--- config.mk ---
export PLATFORM = sky130hd
export DESIGN_NAME = imm_target_gen
export DESIGN_NICKNAME = d
export VERILOG_FILES = /design/src/rtl/imm_pkg.sv /design/src/rtl/imm_decode.sv /design/src/rtl/imm_target_gen.sv
export SDC_FILE = /design/constraint.sdc
export NUM_CORES = 1
export LEC_CHECK = 0
export BUFFER_PORTS_ARGS = -buffer_cell sky130_fd_sc_hd__buf_4
export CAP_MARGIN = 15
export CORE_MARGIN = 2
export CORE_UTILIZATION = 51
export CTS_CLUSTER_DIAMETER = 50
export CTS_CLUSTER_SIZE = 16
export DETAILED_ROUTE_END_ITERATION = 7
export PLACE_DENSITY_LB_ADDON = 0.25
export SLEW_MARGIN = 20
export SYNTH_ARGS = -nofsm -noshare
export SYNTH_HDL_FRONTEND = slang
export SYNTH_SLANG_ARGS = --single-unit
--- constraint.sdc ---
create_clock -name clk -period 5.58 [get_ports clk]
set_input_delay 1.116 -clock clk [delete_from_list [all_inputs] [get_ports clk]]
set_output_delay 1.116 -clock clk [all_outputs]
set_load 0.005 [all_outputs]
--- src/rtl/imm_pkg.sv ---
// rtl/imm_pkg.sv - opcodes, format codes, buffer states and entry type for imm_target_gen
package imm_pkg;

  localparam int XLEN_MAX = 64;

  localparam logic [6:0] OP_LOAD    = 7'b0000011;
  localparam logic [6:0] OP_OPIMM   = 7'b0010011;
  localparam logic [6:0] OP_JALR    = 7'b1100111;
  localparam logic [6:0] OP_SYSTEM  = 7'b1110011;
  localparam logic [6:0] OP_OPIMM32 = 7'b0011011;
  localparam logic [6:0] OP_STORE   = 7'b0100011;
  localparam logic [6:0] OP_BRANCH  = 7'b1100011;
  localparam logic [6:0] OP_LUI     = 7'b0110111;
  localparam logic [6:0] OP_AUIPC   = 7'b0010111;
  localparam logic [6:0] OP_JAL     = 7'b1101111;
  localparam logic [6:0] OP_OP      = 7'b0110011;
  localparam logic [6:0] OP_OP32    = 7'b0111011;

  typedef enum logic [2:0] {
    FMT_R   = 3'd0,
    FMT_I   = 3'd1,
    FMT_S   = 3'd2,
    FMT_B   = 3'd3,
    FMT_U   = 3'd4,
    FMT_J   = 3'd5,
    FMT_ILL = 3'd7
  } fmt_t;

  typedef enum logic [1:0] {
    ST_EMPTY = 2'd0,
    ST_ONE   = 2'd1,
    ST_TWO   = 2'd2
  } buf_state_t;

  // Fields sized for the widest datapath; narrower instances use the low XLEN bits.
  typedef struct packed {
    logic [XLEN_MAX-1:0] pc;
    logic [XLEN_MAX-1:0] imm;
    logic [XLEN_MAX-1:0] target;
    fmt_t                fmt;
    logic                illegal;
  } entry_t;

endpackage

--- src/rtl/imm_decode.sv ---
// rtl/imm_decode.sv - combinational opcode classification, immediate and target generation
module imm_decode
  import imm_pkg::*;
#(
  parameter int XLEN     = 32,
  parameter int RV64_OPS = 1
) (
  input  logic [31:0]     i_instr,
  input  logic [XLEN-1:0] i_pc,
  output entry_t          o_entry
);

  localparam bit RV64_EN = (XLEN == 64) && (RV64_OPS != 0);

  logic [6:0]      w_opcode;
  fmt_t            w_fmt;
  logic            w_pcrel;
  logic [63:0]     w_imm64;
  logic [XLEN-1:0] w_imm;
  logic [XLEN-1:0] w_target;
  logic            w_unused;

  assign w_opcode = i_instr[6:0];

  always_comb begin
    w_fmt   = FMT_ILL;
    w_pcrel = 1'b0;
    case (w_opcode)
      OP_LOAD, OP_OPIMM, OP_JALR, OP_SYSTEM: w_fmt = FMT_I;
      OP_OPIMM32: if (RV64_EN) w_fmt = FMT_I;
      OP_STORE:   w_fmt = FMT_S;
      OP_BRANCH:  begin w_fmt = FMT_B; w_pcrel = 1'b1; end
      OP_LUI:     w_fmt = FMT_U;
      OP_AUIPC:   begin w_fmt = FMT_U; w_pcrel = 1'b1; end
      OP_JAL:     begin w_fmt = FMT_J; w_pcrel = 1'b1; end
      OP_OP:      w_fmt = FMT_R;
      OP_OP32:    if (RV64_EN) w_fmt = FMT_R;
      default:    ;
    endcase
  end

  // Built at 64 bits and truncated, so U-type sign extension falls out for RV64.
  always_comb begin
    w_imm64 = '0;
    case (w_fmt)
      FMT_I:   w_imm64 = {{52{i_instr[31]}}, i_instr[31:20]};
      FMT_S:   w_imm64 = {{52{i_instr[31]}}, i_instr[31:25], i_instr[11:7]};
      FMT_B:   w_imm64 = {{51{i_instr[31]}}, i_instr[31], i_instr[7], i_instr[30:25],
                          i_instr[11:8], 1'b0};
      FMT_U:   w_imm64 = {{32{i_instr[31]}}, i_instr[31:12], 12'b0};
      FMT_J:   w_imm64 = {{43{i_instr[31]}}, i_instr[31], i_instr[19:12], i_instr[20],
                          i_instr[30:21], 1'b0};
      default: w_imm64 = '0;
    endcase
  end

  assign w_imm    = w_imm64[XLEN-1:0];
  assign w_target = i_pc + (w_pcrel ? w_imm : XLEN'(4));
  assign w_unused = ^w_imm64;

  always_comb begin
    o_entry                    = '0;
    o_entry.pc[XLEN-1:0]       = i_pc;
    o_entry.imm[XLEN-1:0]      = w_imm;
    o_entry.target[XLEN-1:0]   = w_target;
    o_entry.fmt                = w_fmt;
    o_entry.illegal            = (w_fmt == FMT_ILL);
  end

endmodule

--- src/rtl/imm_target_gen.sv ---
// rtl/imm_target_gen.sv - decode stage immediate/target generator behind a 2-entry skid buffer
module imm_target_gen
  import imm_pkg::*;
#(
  parameter int XLEN     = 32,
  parameter int RV64_OPS = 1
) (
  input  logic            clk,
  input  logic            rst_n,
  input  logic            flush,
  input  logic            in_valid,
  output logic            in_ready,
  input  logic [31:0]     in_instr,
  input  logic [XLEN-1:0] in_pc,
  output logic            out_valid,
  input  logic            out_ready,
  output logic [XLEN-1:0] out_imm,
  output logic [XLEN-1:0] out_target,
  output logic [XLEN-1:0] out_pc,
  output logic [2:0]      out_fmt,
  output logic            out_illegal
);

  entry_t     w_dec;
  entry_t     r_m;
  entry_t     r_k;
  buf_state_t r_state;
  logic       r_in_ready;
  logic       r_out_valid;
  logic       w_accept;
  logic       w_unused;

  imm_decode #(
    .XLEN     (XLEN),
    .RV64_OPS (RV64_OPS)
  ) u_decode (
    .i_instr (in_instr),
    .i_pc    (in_pc),
    .o_entry (w_dec)
  );

  assign w_accept = in_valid && r_in_ready;

  // in_ready and out_valid are updated alongside the state so neither depends on out_ready.
  always_ff @(posedge clk) begin
    if (!rst_n) begin
      r_state     <= ST_EMPTY;
      r_m         <= '0;
      r_k         <= '0;
      r_in_ready  <= 1'b1;
      r_out_valid <= 1'b0;
    end else if (flush) begin
      r_state     <= ST_EMPTY;
      r_in_ready  <= 1'b1;
      r_out_valid <= 1'b0;
    end else begin
      case (r_state)
        ST_EMPTY: begin
          if (w_accept) begin
            r_m         <= w_dec;
            r_state     <= ST_ONE;
            r_out_valid <= 1'b1;
          end
        end
        ST_ONE: begin
          if (w_accept && out_ready) begin
            r_m <= w_dec;
          end else if (w_accept) begin
            r_k        <= w_dec;
            r_state    <= ST_TWO;
            r_in_ready <= 1'b0;
          end else if (out_ready) begin
            r_state     <= ST_EMPTY;
            r_out_valid <= 1'b0;
          end
        end
        ST_TWO: begin
          if (out_ready) begin
            r_m        <= r_k;
            r_state    <= ST_ONE;
            r_in_ready <= 1'b1;
          end
        end
        default: begin
          r_state     <= ST_EMPTY;
          r_in_ready  <= 1'b1;
          r_out_valid <= 1'b0;
        end
      endcase
    end
  end

  assign in_ready    = r_in_ready;
  assign out_valid   = r_out_valid;
  assign out_imm     = r_m.imm[XLEN-1:0];
  assign out_target  = r_m.target[XLEN-1:0];
  assign out_pc      = r_m.pc[XLEN-1:0];
  assign out_fmt     = r_m.fmt;
  assign out_illegal = r_m.illegal;
  assign w_unused    = ^r_m;

endmodule

Word level (Yosys, flattened, before mapping)
Index checks and enable logic that the tools add are counted.

storage, ports and cells
  bits in registers = 204
  input port bits = 69
  output and inout bits = 102
  word-level logic and storage cells = 81

cells by class
  add/sub/neg operators = 1
  eq/ne operators = 26
  mux-type cells = 23
  bitwise operators = 5
  reductions and logical operators = 13

operators by type and width
  operator              number
  $mux W164             3
  $pmux W164 S3         1
  $pmux W32 S5          1
  $add A32 B32 Y32      1
  $mux W32              1
  $eq A7 B7 Y1 const B  4
  $eq A7 B6 Y1 const B  3
  $pmux W3 S6           1
  $eq A7 B5 Y1 const B  2
  $ne A2 B2 Y1 const B  7
  $reduce_and A4 Y1     3
  $mux W2               5
  $reduce_and A5 Y1     2
  $eq A3 B3 Y1 const B  3
  $mux W1               8
  $eq A7 B2 Y1 const B  1
  $eq A3 B2 Y1 const B  2
  $pmux W1 S3           2
  $pmux W2 S3           1
  $not A1 Y1            5
  $reduce_or A2 Y1      2
  $reduce_or A4 Y1      1
  $eq A3 B1 Y1 const B  1
  $ne A3 B3 Y1 const B  1
  other kinds (6)       7

Depth between registers and ports, before layout
Gate-level depths: netlist (run 1).

  word-level depth = 9
  gate-level depth with buffers = 18
  mapped depth without buffers = 15

By module
A second synthesis (run 1) with hierarchy kept.

second synthesis, totals
  cells, all modules = 1,486
  area total of the unflattened synthesis = 11,758.8 sq um

by module, submodules not included
  module          instances  cells each  area an instance (sq um)  seq. area each (sq um)
  imm_target_gen  1          1,015       8,398.1                   4,083.9
  imm_decode      1          471         3,360.7                   0.0

Worst setup path after synthesis (run 1)
Ideal clock, no wire load.

  kind = input to register
  start point = in in_instr[3]
  end point = reg r_k[32] (netlist bit)
  library setup time = 137 ps
  arrival = 4,552 ps
  required time = 5,443 ps
  slack = 891 ps
  stages on the path = 15
  path buffers = 1
  path through = buf_2 or2_1 or3_1 a21oi_2 a22oi_1 or2_2 fa_1 and2b_1 o211ai_2 a2111o_1 a21o_2 o221a_4 o21bai_4 mux2i_1 a31oi_1

between the ends
  longest elaborated chain between the ends = 7
  elaborated cells on any way between the ends = 23
  those cells by class = add/sub (1); eq/ne (15); mux (4); reduce/logical (3)

RTL lines
  what                                                         line                  RTL
  start, declared                                              imm_target_gen.sv:13  input logic [31:0] in_instr,
  $eq A7 B2 Y1, or another cell as far along                   imm_decode.sv:28      case (w_opcode)
  $reduce_or A4 Y1 / $reduce_or A2 Y1 (equally long branches)  n/a
  $pmux W3 S6                                                  imm_decode.sv:28
  $eq A3 B3 Y1, or another cell as far along                   imm_decode.sv:45      case (w_fmt)
  $pmux W32 S5                                                 imm_decode.sv:45
  $mux W32 (*)                                                 imm_decode.sv:58      assign w_target = i_pc + (w_pcrel ? w_imm : XLEN'(4));
  $add A32 B32 Y32 (*)                                         imm_decode.sv:58
  end signal, assigned                                         imm_target_gen.sv:69  r_k <= w_dec;
  end, declared                                                imm_target_gen.sv:26  entry_t r_k;

Mark *: on every way between the ends. The rest lies on a longest branch, timed or not.
A chain may end at the register's enable or synchronous reset.

Final worst setup path (run 1)
  start point = in in_instr[2]
  end point = reg r_m, in the netlist out_target[31]

between the ends
  longest elaborated chain between the ends = 9
  elaborated cells on any way between the ends = 26
  those cells by class = add/sub (1); eq/ne (15); mux (7); reduce/logical (3)

RTL lines
  what                                                         line                                        RTL
  $eq A7 B2 Y1, or another cell as far along                   imm_decode.sv:28
  $reduce_or A4 Y1 / $reduce_or A2 Y1 (equally long branches)  n/a
  $pmux W3 S6                                                  imm_decode.sv:28
  $eq A3 B3 Y1, or another cell as far along                   imm_decode.sv:45
  $pmux W32 S5                                                 imm_decode.sv:45
  $mux W32 (*)                                                 imm_decode.sv:58
  $add A32 B32 Y32 (*)                                         imm_decode.sv:58
  $mux W164 (on tied branches)                                 imm_target_gen.sv:66, imm_target_gen.sv:59
  $pmux W164 S3 (*)                                            imm_target_gen.sv:57                        case (r_state)
  end signal, assigned                                         imm_target_gen.sv:60                        r_m <= w_dec;
  end signal, assigned                                         imm_target_gen.sv:67                        r_m <= w_dec;
  end signal, assigned                                         imm_target_gen.sv:79                        r_m <= r_k;
  end, declared                                                imm_target_gen.sv:25                        entry_t r_m;

Mark *: on every way between the ends. The rest lies on a longest branch, timed or not. The select of a mux whose other input is x is not followed.

==> qor.tcl, run 1 <==
set qor(power.density_nw_per_um2) 267.1
set qor(drv.max_cap_violation_count) 0
set qor(hold_slack_ps) 455.2
set qor(hold_worst_path_end) {r_k[150]}
set qor(nNetsFinal) 1557
set qor(ys_async_sr_fraction_pct) 0
set qor(drcViolationCount) 0
set qor(netlist-cell-type-count) 78
set qor(syn_area_per_cell_sq_um) 7.645
set qor(relSlewSlack_pct) 35.48
set qor(hold_wc_path_type) {flip-flop to flip-flop}
set qor(min_period_over_period_pct) 81.58
set qor(placed_cell_area_sq_um) 11690
set qor(grt.overflow.total) 0
set qor(hpwlAfterDp_microns) 20320
set qor(cts-buffers-inserted) 21
set qor(fin_setup_tns_ps) 0
set qor(synth-edff-count) 0
set qor(power.combinational.fraction_pct) 11.3
set qor(cts-htree-levels) 1
set qor(start_util_pct) 51.54
set qor(yosys.cell_count.top_type) {nand2_1}
set qor(drv_slew) 0
set qor(yosysTopAreaCell) {dfxtp_1}
set qor(topRoutingLayerUsed) {met4}
set qor(report.final.setup_viol) 0
set qor(clk-insertion-delay-late_ps) 490
set qor(timing.setup.critical_path_class) {input port to flip-flop}
set qor(reg2reg_setup_slack_ps) 2890
set qor(vdd_drop_max_uv) 214.5
set qor(crit_path_top_delay_cell) {o311a_1}
set qor(post_route_cells_drive_above_1_share_pct) 16.84
set qor(sequentialPowerShare_pct) 46.3
set qor(static-leakage-power_uw) 0.004996
set qor(die_height_microns) 146.3
set qor(cell_count_of_the_worst_hold_path) 2
set qor(yosysTopAreaCellShare_pct) 39.54
set qor(avgRoutedWirePerCell_microns) 17.02
set qor(hp-start) {r_k[150]}
set qor(worst_margin_pin_slew_ps) 967.9
set qor(synth_seq_area_share_pct) 39.54
set qor(vias_per_cell) 5.744
set qor(drt_wl_total_microns) 29560
set qor(worstRegToRegCells) 6
set qor(grt_setup_unrepaired) {no}
set qor(cts_max_path_buffers) 3
set qor(postSynthCellCount) 1351
set qor(yosysWarningCount) 0
set qor(met2_wire_length_microns) 13080
set qor(finalWorstPathRequiredPeriod_ps) 4552
set qor(core_sq_um) 20040
set qor(post_synth_main_area_contributors) {dfxtp_1 (40%), nand2_1 (9.6%), a21oi_1 (7.8%)}
set qor(critical_path_peak_fanout) 13
set qor(stage_delay_of_the_slowest_cell_on_the_critical_path_ps) 440
set qor(run_status) {finished clean}
set qor(grt_first_pass_wirelength_microns) 48070
set qor(synth-main-ff-cell) {dfxtp_1}
set qor(num-fill-cells) 1850
set qor(postCtsResizedCells) 0
set qor(regToRegEndpoint) {r_k[96]}
set qor(cp_num_buf_inv) 1
set qor(antenna_found_initial) 0
set qor(mappedNetlistNets) 1452
set qor(post_synth_top_cells) {nand2_1 (263), dfxtp_1 (204), nor2_1 (191)}
set qor(hold_viol_final) 0
set qor(cts_hold_repair.buffers) 0
set qor(postLayoutCellArea_sq_um) 12380
set qor(firstDrtPassIters) 8
set qor(antennaDiodeCount) 0
set qor(io_pins) 171
set qor(postRouteAntennaNets) 0
set qor(length_of_routed_met3_wiring_microns) 2044
set qor(endpoint_kind) {flip-flop}
set qor(rr_startpoint) {r_state[0]}
set qor(portbufs) 170
set qor(cts_tree) {done}
set qor(netlist_area_sq_um) 10330
set qor(cp-start-kind) {input port}
set qor(tritoncts_num_sinks) 204
set qor(area_growth_syn_to_layout_pct) 19.82
set qor(power_uw) 3306
set qor(vias) 9978
set qor(globalplace.congestion) 0.8973
set qor(p_int_uw) 2444
set qor(die_w_microns) 146.3
set qor(critical-path-top-delay-family) {compound AO/OA/AOI/OAI gates}
set qor(fmax_mhz) 219.7
set qor(netSwitchingPower_uw) 861.8
set qor(grtUsageTotal_pct) 27.20
set qor(grt_start_max_net_pins) 131
set qor(synth.ff_latch_count) 204
set qor(clockPowerShare_pct) 42.4
set qor(power.switching_fraction_pct) 26.07
set qor(via_count_of_the_first_global_routing_pass) 9089
set qor(worst_ep_arrival_time_ps) 4950
set qor(clkTransAtPathRegs_ps) 70
set qor(timing.clock.skew_ps) 11.95
set qor(worstPathCellList) {buf_4, nor2b_1, or3_1, a211oi_2, o311a_1, a21oi_1, nor2_1, ha_1, a21oi_1, nand2_1, o31ai_1, o21ai_1, a31oi_1, mux2i_1, o31ai_1}
set qor(met1_length_microns) 13640
set qor(cts_root_buf) {clkbuf_16}
set qor(floorplan.rows) 52
set qor(die-area_sq_um) 21410
set qor(cp_data_required_time_ps) 5980
set qor(drt_iter0_drc) 855
set qor(postCtsSetupRepairBufs) 0
[per-layer routing]
layer	global-route usage, %	vias to the layer above
li1	-	4964
met1	39.84	4618
met2	41.98	348
met3	3.969	48
met4	7.476	0
met5	0	-
[cells in the final DEF (no fill, tap or decap), types with 12 or more instances in the layout]
cell	count
a211oi_1	66
a21o_1	16
a21oi_1	160
a311oi_1	45
buf_4	185
clkbuf_16	21
dfxtp_1	204
ha_1	31
inv_1	15
nand2_1	263
nand3_1	26
nor2_1	191
nor3_1	12
o211ai_1	16
o21ai_0	37
xnor2_1	16
[logic make-up (layout without fill, tap and decap cells)]
logic type,Yosys count,in the layout,share of synthesized area [%]
other,1,1,0.03631
adder cells (fa/ha/maj),32,32,3.949
flip-flops,204,204,39.54
AO/OA/AOI/OAI,407,407,26.09
multiplexers,8,8,0.7753
buffers and inverters,120,236,4.627
AND/OR/NAND/NOR,553,553,22.59
XOR/XNOR,26,26,2.386
[worst reg2reg max path, cell delays in order (launching register included)]
cell	delay [ps]
dfxtp_1	460
nand2b_1	140
nor3b_1	330
and3b_4	860
buf_4	490
nor2_1	80
a211oi_1	230
[area by class of cell]
cell class                      count  area, sq um  area share (%)
Multi-Input combinational cell   1027         5796           46.83
Tap cell                          270        337.8           2.730
Inverter                           16        62.56          0.5055
Clock inverter                     11        133.9           1.082
Sequential cell                   204         4084           33.00
Timing Repair Buffer              186         1409           11.38
Clock buffer                       23        553.0           4.469
[sequential cells by signal (all words and copies together), names as in the netlist]
register,flops
r_k,100
out_imm,32
out_pc,32
out_target,32
out_fmt,3
r_state,2
in_ready,1
out_illegal,1
out_valid,1
[worst max-delay path by stage]
| stage | from | endpoint | cells past startpoint |
|---|---|---|---|
| 6_report | in_instr[2] | out_target[31] | 15 |
| 5_1_grt | in_instr[2] | r_k[33] | 15 |
| 4_1_cts | in_instr[2] | out_target[31] | 15 |
| 3_5_place_dp | in_instr[2] | r_k[32] | 15 |
| 3_3_place_gp | in_instr[2] | r_k[32] | 15 |
| 2_1_floorplan | in_instr[3] | r_k[32] | 15 |
[per-stage QoR]
step | cells | util [%] | setup WS [ps]
after floorplan | 1351 | - | 891.0
after global placement | 1703 | 58.33 | 656.4
after detailed placement | 1703 | 58.33 | 570.7
after CTS | 1737 | 61.76 | 1055
after global routing | 1737 | 61.76 | 736.7
final | 1737 | 61.76 | 1028
[power groups by stage]
stage	Clock [uW]	Sequential, uW	Combinational (uW)
finish	1400	1530	373
global route	1480	1540	410
CTS	1420	1530	372
detailed placement	0	1560	370
global placement	0	1560	365
floorplan	0	1560	200
(Power assumes the default switching activity.)
==> run 2: changes to the inputs <==
- clock period: 5.58 -> 4.1 ns (I/O delays scaled with it)
==> run 2 against run 1 <==
- die area unchanged
- non-clock buffer count up 105
- clock-buffer cell count up 1
- flip-flop and latch count unchanged
- critical path type unchanged
- critical endpoint unchanged
==> qor.tcl, run 2 (same netlist as run 1, synthesis figures left out) <==
set qor(largest_register_ff_count) 100
set qor(critical_path_peak_fanout) 7
set qor(worstRegToRegCells) 6
set qor(final_cell_mix) {buf_4 (287), nand2_1 (263), dfxtp_1 (204), nor2_1 (191), a21oi_1 (158)}
set qor(post_place_worst_slack_ps) -244.2
set qor(register_name_with_the_most_flops) {r_k}
set qor(start_util_pct) 51.54
set qor(regToRegEndpoint) {r_k[0]}
set qor(grt.overflow.total) 0
set qor(antenna_found_initial) 0
set qor(static-leakage-power_uw) 0.005566
set qor(area_growth_syn_to_layout_pct) 29.18
set qor(num-fill-cells) 1778
set qor(core_sq_um) 20040
set qor(cts-htree-levels) 1
set qor(hold_slack_ps) 452.9
set qor(finalWorstPathRequiredPeriod_ps) 3883
set qor(endpoint_kind) {flip-flop}
set qor(firstDrtPassIters) 5
set qor(drt_wl_total_microns) 30650
set qor(die-area_sq_um) 21410
set qor(layout_commonest_cell) {buf_4}
set qor(die_height_microns) 146.3
set qor(globalplace.congestion) 0.9121
set qor(worst_ep_arrival_time_ps) 4300
set qor(cts-buffers-inserted) 22
set qor(report.final.setup_viol) 0
set qor(nNetsFinal) 1663
set qor(postCtsSetupRepairBufs) 0
set qor(post-route-worst-setup-slack_ps) 217.0
set qor(postRouteAntennaNets) 0
set qor(power.density_nw_per_um2) 355.4
set qor(timing.clock.skew_ps) 11.72
set qor(postCtsResizedCells) 0
set qor(drcViolationCount) 0
set qor(die_w_microns) 146.3
set qor(clkTransAtPathRegs_ps) 60
set qor(vias) 10420
set qor(setup.worst_path.start) {in_instr[2]}
set qor(drv.max_cap_violation_count) 0
set qor(relSlewSlack_pct) 26.97
set qor(antennaDiodeCount) 0
set qor(run_status) {finished clean}
set qor(rr_startpoint) {r_state[0]}
set qor(cts_hold_repair.buffers) 0
set qor(portbufs) 170
set qor(worst_margin_pin_slew_ps) 1096
set qor(grt_setup_unrepaired) {no}
set qor(drv_slew) 0
set qor(vdd_drop_max_uv) 261.4
set qor(timing.setup.critical_path_class) {input port to flip-flop}
set qor(grt_first_pass_wirelength_microns) 49240
set qor(cts_root_buf) {clkbuf_16}
set qor(min_period_over_period_pct) 94.71
set qor(avgRoutedWirePerCell_microns) 16.60
set qor(clk-insertion-delay-late_ps) 520
set qor(cp-start-kind) {input port}
set qor(cts_tree) {done}
set qor(cell_count_of_the_worst_hold_path) 2
set qor(io_pins) 171
set qor(hpwlAfterDp_microns) 21110
set qor(grt_start_max_net_pins) 125
set qor(floorplan.rows) 52
set qor(hp-start) {r_k[19]}
set qor(hold_wc_path_type) {flip-flop to flip-flop}
set qor(via_count_of_the_first_global_routing_pass) 9478
set qor(tritoncts_num_sinks) 204
set qor(cp_data_required_time_ps) 4520
set qor(drt_iter0_drc) 774
set qor(hold_worst_path_end) {r_k[19]}
set qor(post_route_cells_drive_above_1_share_pct) 23.10
set qor(hold_viol_final) 0
set qor(grtUsageTotal_pct) 27.79
set qor(vias_per_cell) 5.643
set qor(reg2reg_setup_slack_ps) 1570
set qor(cts_max_path_buffers) 3
set qor(fmax_mhz) 257.5
-- run 2: power breakdown --
part           switching (uW)  leakage [uW]  total (uW)  internal (uW)
registers                38.8       0.00166        2080           2050
logic                     302       0.00354         561            259
clock network             899      0.000370        2100           1200
-- run 2: worst max path at each step --
stage,end,depth (start not counted),slack (ps)
detailed placement,r_k[32],14,-240
global placement,r_k[32],14,-180
CTS,r_k[32],14,280
global route,out_target[31],18,4
floorplan,r_k[32],15,-80
finish,out_target[31],18,220
-- run 2: per-layer routing --
| metal | up-vias | routed length (microns) | GRT usage [%] | share of wire, % |
|---|---|---|---|---|
| li1 | 5172 | - | - | - |
| met4 | 0 | 618 | 6.748 | 2.0 |
| met3 | 47 | 2147 | 4.313 | 7.0 |
| met5 | - | 0 | 0 | 0 |
| met2 | 336 | 13850 | 43.96 | 45 |
| met1 | 4862 | 14030 | 39.98 | 46 |
-- run 2: per-stage QoR --
| stage | std cells | cell area (sq um) | power, uW | util [%] | setup TNS, ps |
|---|---|---|---|---|---|
| floorplan | 1351 | 10410 | 2403 | - | -161.8 |
| global placement | 1808 | 12570 | 2673 | 62.75 | -1927 |
| detailed placement | 1808 | 12570 | 2683 | 62.75 | -2937 |
| CTS | 1846 | 13340 | 4769 | 66.55 | 0 |
| global route | 1846 | 13340 | 4912 | 66.58 | 0 |
| finish | 1846 | 13340 | 4742 | 66.58 | 0 |
-- run 2: cell type report --
cell class              count  area, sq um  area share [%]
clock inverters            14        172.7           1.294
flip-flops and latches    204         4084           30.61
well taps                 270        337.8           2.532
inverters                  16        62.56          0.4689
repair buffers            291         2235           16.75
clock buffers              24        589.3           4.417
multi-input cells        1027         5862           43.93
-- run 2: worst max-delay path: stages --
cell and delay, ps:
buf_4 110, buf_4 150, nor3b_1 60, o211ai_1 330, a21oi_4 110, buf_4 150, a22oi_1 210, nand2b_1 140
ha_1 380, o211ai_1 140, o21a_1 210, a211o_1 280, and3_1 230, o21ai_1 380, a31oi_1 150, buf_4 160
mux2i_1 110, o31ai_1 190
